[src/rtl/atari_bus_bridge.sv]
// Atari 7800 cartridge bus bridge: synchronises the cart bus and serves ROM reads through a 3-clk fetch FSM.
// Optional SuperGame-style banking is compiled in with `define BANKSWITCH_EN.
module atari_bus_bridge #(
  parameter logic [15:0] ROM_BASE    = 16'h4000,
  parameter int          ROM_DEPTH   = 49152,
  parameter int          ADDR_W      = 17,
  parameter int          BANK_BITS   = 3,
  parameter int          SYNC_STAGES = 2
) (
  input  logic                 clk,
  input  logic                 rst_n,
  input  logic [15:0]          a,
  input  logic [7:0]           d_in,
  output logic [7:0]           d_out,
  output logic                 d_oe,
  input  logic                 phi2,
  input  logic                 rw,
  input  logic                 halt,
  output logic                 buf_dir,
  output logic                 buf_oe,
  output logic [ADDR_W-1:0]    rom_addr,
  output logic                 rom_rd,
  input  logic [7:0]           rom_data,
  output logic [BANK_BITS-1:0] bank,
  output logic                 act
);

  // Packed as {a, d, phi2, rw, halt}; reset value leaves the bus idle (no read window).
  localparam logic [26:0] SYNC_RST = {16'h0000, 8'h00, 1'b0, 1'b1, 1'b1};

  typedef enum logic [1:0] {IDLE, FETCH, WAIT, DRIVE} state_t;

  logic [26:0] sync_reg [SYNC_STAGES];
  logic [15:0] a_s;
  logic [7:0]  d_s;
  logic        phi2_s, rw_s, halt_s;

  always_ff @(posedge clk) begin
    if (!rst_n) begin
      for (int i = 0; i < SYNC_STAGES; i++) sync_reg[i] <= SYNC_RST;
    end else begin
      sync_reg[0] <= {a, d_in, phi2, rw, halt};
      for (int i = 1; i < SYNC_STAGES; i++) sync_reg[i] <= sync_reg[i-1];
    end
  end

  assign {a_s, d_s, phi2_s, rw_s, halt_s} = sync_reg[SYNC_STAGES-1];

  logic        decoded;
  logic [31:0] idx;
  logic        in_range;
  logic        want;
  logic        unused_bits;

`ifdef BANKSWITCH_EN
  logic [BANK_BITS-1:0] bank_reg;
  logic                 phi2_d_reg;

  // Bank latches on the phi2 falling edge of a CPU write into the switchable window.
  always_ff @(posedge clk) begin
    if (!rst_n) begin
      bank_reg   <= '0;
      phi2_d_reg <= 1'b0;
    end else begin
      phi2_d_reg <= phi2_s;
      if (phi2_d_reg && !phi2_s && halt_s && !rw_s && a_s[15:14] == 2'b10)
        bank_reg <= d_s[BANK_BITS-1:0];
    end
  end

  always_comb begin
    decoded = a_s[15];
    if (a_s[14]) idx = (32'({BANK_BITS{1'b1}}) << 14) | 32'(a_s[13:0]);
    else         idx = (32'(bank_reg) << 14) | 32'(a_s[13:0]);
  end

  assign bank        = bank_reg;
  assign unused_bits = ^{d_s, ROM_BASE};
`else
  always_comb begin
    decoded = (a_s >= ROM_BASE);
    idx     = 32'(a_s - ROM_BASE);
  end

  assign bank        = '0;
  assign unused_bits = ^d_s;
`endif

  assign in_range = (idx < 32'(ROM_DEPTH));
  assign want     = decoded & rw_s & ((phi2_s & halt_s) | !halt_s);

  state_t              state_reg, state_next;
  logic [ADDR_W-1:0]   rom_addr_reg, rom_addr_next;
  logic                rom_rd_reg, rom_rd_next;
  logic [7:0]          d_out_reg, d_out_next;
  logic                d_oe_reg, d_oe_next;
  logic                buf_oe_reg, buf_oe_next;
  logic                buf_dir_reg, buf_dir_next;
  logic                act_reg, act_next;
  logic                ok_reg, ok_next;
  logic [15:0]         a_lat_reg, a_lat_next;

  always_ff @(posedge clk) begin
    if (!rst_n) begin
      state_reg    <= IDLE;
      rom_addr_reg <= '0;
      rom_rd_reg   <= 1'b0;
      d_out_reg    <= 8'hFF;
      d_oe_reg     <= 1'b0;
      buf_oe_reg   <= 1'b1;
      buf_dir_reg  <= 1'b1;
      act_reg      <= 1'b0;
      ok_reg       <= 1'b0;
      a_lat_reg    <= '0;
    end else begin
      state_reg    <= state_next;
      rom_addr_reg <= rom_addr_next;
      rom_rd_reg   <= rom_rd_next;
      d_out_reg    <= d_out_next;
      d_oe_reg     <= d_oe_next;
      buf_oe_reg   <= buf_oe_next;
      buf_dir_reg  <= buf_dir_next;
      act_reg      <= act_next;
      ok_reg       <= ok_next;
      a_lat_reg    <= a_lat_next;
    end
  end

  always_comb begin
    state_next    = state_reg;
    rom_addr_next = rom_addr_reg;
    rom_rd_next   = 1'b0;
    d_out_next    = d_out_reg;
    d_oe_next     = d_oe_reg;
    buf_oe_next   = buf_oe_reg;
    act_next      = 1'b0;
    ok_next       = ok_reg;
    a_lat_next    = a_lat_reg;
    // Direction may only move while the buffer is disabled and we are not driving.
    buf_dir_next  = (buf_oe_reg && !d_oe_reg) ? rw_s : buf_dir_reg;

    if (!want) begin
      state_next  = IDLE;
      d_oe_next   = 1'b0;
      buf_oe_next = 1'b1;
    end else begin
      case (state_reg)
        IDLE, DRIVE: begin
          // A DRIVE re-fetch keeps d_oe/buf_oe and the old byte until WAIT replaces it.
          if (state_reg == IDLE || a_s != a_lat_reg) begin
            state_next    = FETCH;
            rom_rd_next   = in_range;
            rom_addr_next = idx[ADDR_W-1:0];
            ok_next       = in_range;
            a_lat_next    = a_s;
          end
        end
        FETCH: state_next = WAIT;
        WAIT: begin
          state_next  = DRIVE;
          d_out_next  = ok_reg ? rom_data : 8'hFF;
          d_oe_next   = 1'b1;
          buf_oe_next = 1'b0;
          act_next    = 1'b1;
        end
        default: state_next = IDLE;
      endcase
    end
  end

  assign rom_addr = rom_addr_reg;
  assign rom_rd   = rom_rd_reg;
  assign d_out    = d_out_reg;
  assign d_oe     = d_oe_reg;
  assign buf_oe   = buf_oe_reg;
  assign buf_dir  = buf_dir_reg;
  assign act      = act_reg;

endmodule

[config.mk]
export PLATFORM = sky130hd
export DESIGN_NAME = atari_bus_bridge
export DESIGN_NICKNAME = d
export VERILOG_FILES = /design/src/rtl/atari_bus_bridge.sv
export SDC_FILE = /design/constraint.sdc
export NUM_CORES = 1
export LEC_CHECK = 0
export ABC_AREA = 1
export CAP_MARGIN = 20
export CORE_UTILIZATION = 52
export CTS_BUF_LIST = sky130_fd_sc_hd__clkbuf_4
export CTS_CLUSTER_DIAMETER = 60
export DETAILED_ROUTE_END_ITERATION = 10
export PLACE_DENSITY = 0.87
export SYNTH_ARGS = -nofsm -noshare
export SYNTH_HDL_FRONTEND = slang
export SYNTH_SLANG_ARGS = --single-unit
[constraint.sdc]
create_clock -name clk -period 1.98 [get_ports clk]
set_clock_uncertainty 0.05 [all_clocks]
set_input_delay 0.594 -clock clk [delete_from_list [all_inputs] [get_ports clk]]
set_output_delay 0.594 -clock clk [all_outputs]
set_load 0.005 [all_outputs]
==> results.sh <==
export IMPL_hold_class="flop to flop"
export IMPL_synthTopCellsByArea="dfxtp_1, nand2_1, inv_1"
export IMPL_dieArea_mm2=0.00616
export IMPL_ff2ff_setup_slack_ns=0.19
export IMPL_drcViolationCount=0
export IMPL_rr_startpoint="sync_reg[0][53]"
export IMPL_cp_start_kind="flop"
export IMPL_synthCells=399
export IMPL_via_count=2421
export IMPL_fp_dieW_um=78.5
export IMPL_worstPathCellList="clkdlybuf4s50_1"
export IMPL_r2r_end="d_out[5]"
export IMPL_rr_worst_depth=11
export IMPL_fmax_mhz=519
export IMPL_post_drt_via_cell_ratio=4.59
export IMPL_syn_area_per_cell_um2=7.63
export IMPL_htreeDepth=3
export IMPL_period_share=0.973
export IMPL_rows=27
export IMPL_largest_register_ffs=38
export IMPL_cts_buffers_inserted=9
export IMPL_wl_um=6040
export IMPL_synthMostInstantiatedCell="nand2_1"
export IMPL_clkLatencyLatePin_ns=0.42
export IMPL_cp_endpoint="rom_addr[4]"
export IMPL_cp_num_cells=1
export IMPL_leakagePower_uw=0.00186
export IMPL_cts_reportedPaths_clkPinSlew_ns=0.10
export IMPL_gp_congestion=0.792
export IMPL_status="finished, final reports clean"
export IMPL_critical_path_required_ns=1.34
export IMPL_drv_cap=0
export IMPL_gr_usage_all_layers=0.200
export IMPL_async_flop_share=0
export IMPL_slowest_stage="clkdlybuf4s50_1"
export IMPL_antenna_found_initial=0
export IMPL_routedWlPerCell_um=11.4
export IMPL_drv_slew=0
export IMPL_grt_pass1_wl_um=9380
export IMPL_worstPathBufferInverterCount=1
export IMPL_post_place_ws_ns=0.182
export IMPL_die_h_um=78.5
export IMPL_multi_input_area_mm2=0.00113
export IMPL_drive_gt1_frac=0.156
export IMPL_synth_commonest_cells="nand2_1, dfxtp_1, inv_1"
export IMPL_start_util=0.546
export IMPL_end_kind="output port"
export IMPL_cp_startpoint="rom_addr[4]"
export IMPL_nFillCells=442
export IMPL_core_mm2=0.00557
export IMPL_drt_pre_antenna_iters=4
export IMPL_ys_flop_type="dfxtp_1"
export IMPL_final_net_count=493
export IMPL_ant_nets=0
export IMPL_io_buffers=58
export IMPL_area_growth_pct=23.4
export IMPL_synth_seq_cells=73
export IMPL_grt_pass1_vias=2233
export IMPL_powerDensity_mw_per_mm2=731
export IMPL_max_stage_delay_ns=0.50
export IMPL_syn_cell_area_mm2=0.00304
export IMPL_crit_type="flop to output port"
export IMPL_dr_first_iter_drc_count=125
export IMPL_gr_total_overflow=0
export IMPL_ff_latch_area_mm2=0.00149
export IMPL_worst_slack_ns=0.0526
export IMPL_cp_max_fo=3
export IMPL_yosysSeqAreaShare=0.480
export IMPL_root_buffer="clkbuf_4"
export IMPL_cts_tree="built"
export IMPL_max_clock_path_buffers=2
export IMPL_critPathArrivalTime_ns=1.28
export IMPL_synth_top_cell_area_share=0.480
export IMPL_ir_drop_mv=0.498
export IMPL_synth_area_leader_cell="dfxtp_1"
export IMPL_synth_edff_count=0
export IMPL_setup_viol=0
export IMPL_place_hpwl_um=4070
export IMPL_diodes=0
export IMPL_grt_max_degree=30
export IMPL_hold_viol_final=0
export IMPL_ios=70
export IMPL_ys_types=29
export IMPL_yosysWarnings=0
export IMPL_critPathTopFamily="buffers and inverters"
export IMPL_clock_sinks=73
export IMPL_fin_setup_tns_ns=0
export IMPL_fin_crit_ns=1.93
## cell type report
type | count | share of cell area
Timing Repair Buffer | 67 | 0.176
Clock inverter | 4 | 0.0117
Tap cell | 72 | 0.0240
Multi-Input combinational cell | 232 | 0.300
Sequential cell | 73 | 0.395
Inverter | 68 | 0.0696
Clock buffer | 12 | 0.0240
## layout by cell type (no fill, tap or decap), types with 5 or more instances in the layout
master / n
dfxtp_1: 54
o21ai_0: 10
inv_1: 61
clkdlybuf4s50_1: 55
buf_4: 8
nor2_1: 58
dfxtp_2: 19
nand3_2: 5
nand3_1: 20
nand2_1: 100
inv_2: 5
xnor2_1: 5
clkbuf_4: 12
ha_1: 5
## repair_timing
item | CTS | global route
hold buffers | 0 | 0
endpoints found under the hold margin | 0 | 0
setup buffers | 0 | 5
gates resized for setup | 13 | 9
endpoints found under the setup margin | 13 | 19
cloned | 0 | 0
## through the flow
stage	hold slack [ns]	power (uW)	instance area, um2	utilization	std cells
after detailed placement	0.348	1860	3550	0.637	507
after global routing	0.393	2880	3760	0.674	528
after CTS	0.373	2760	3700	0.664	523
after global placement	0.343	1850	3550	0.637	507
after floorplan	0.340	1760	3050	-	401
final	0.373	2750	3760	0.674	528
## cell families (layout without fill, tap and decap cells)
kind of cell	after synthesis	after routing	share of synthesized area
adders and majority gates	5	5	0.0206
and+or+nand+nor	205	205	0.307
buffers and inverters	96	151	0.152
DFF	73	73	0.480
other	1	3	0.00123
AOI/OAI and AO/OA	14	14	0.0238
xor gates and xnor gates	5	5	0.0144
## report_power, final
part           total, uW  internal [uW]  switching, uW
logic                283            144            138
registers           1560           1520           32.3
clock network        910            421            489
total               2750           2090            660
## how the worst min path moves through the flow
stage,depth (start not counted),endpoint,from,slack (ns)
6_report,2,sync_reg[0][45],sync_reg[0][18],0.37
5_1_grt,2,sync_reg[0][39],sync_reg[0][12],0.39
4_1_cts,2,sync_reg[0][41],sync_reg[0][14],0.37
3_5_place_dp,2,sync_reg[0][41],sync_reg[0][14],0.35
3_3_place_gp,2,sync_reg[0][48],sync_reg[0][21],0.34
2_1_floorplan,2,sync_reg[0][29],sync_reg[0][2],0.34
## worst register-to-register path, cell delays in order, from the launching register on
cell and delay [ns]:
dfxtp_1 0.32, inv_2 0.09, ha_1 0.17, nand2_1 0.06
nor2_1 0.12, nand2_1 0.09, nand2_2 0.08, nand2_4 0.08
nor2_4 0.22, clkinvlp_4 0.23, nand2_1 0.10, nand3_1 0.09
## per-layer routing
layer  part of all wire  GRT usage  vias to the layer above
li1                   -          -                     1260
met1               0.41      0.223                     1083
met2               0.53      0.337                       65
met3              0.048     0.0686                       13
met4              0.015     0.0981                        0
met5                  0          0                        -
Power figures use the tool's default switching activity.
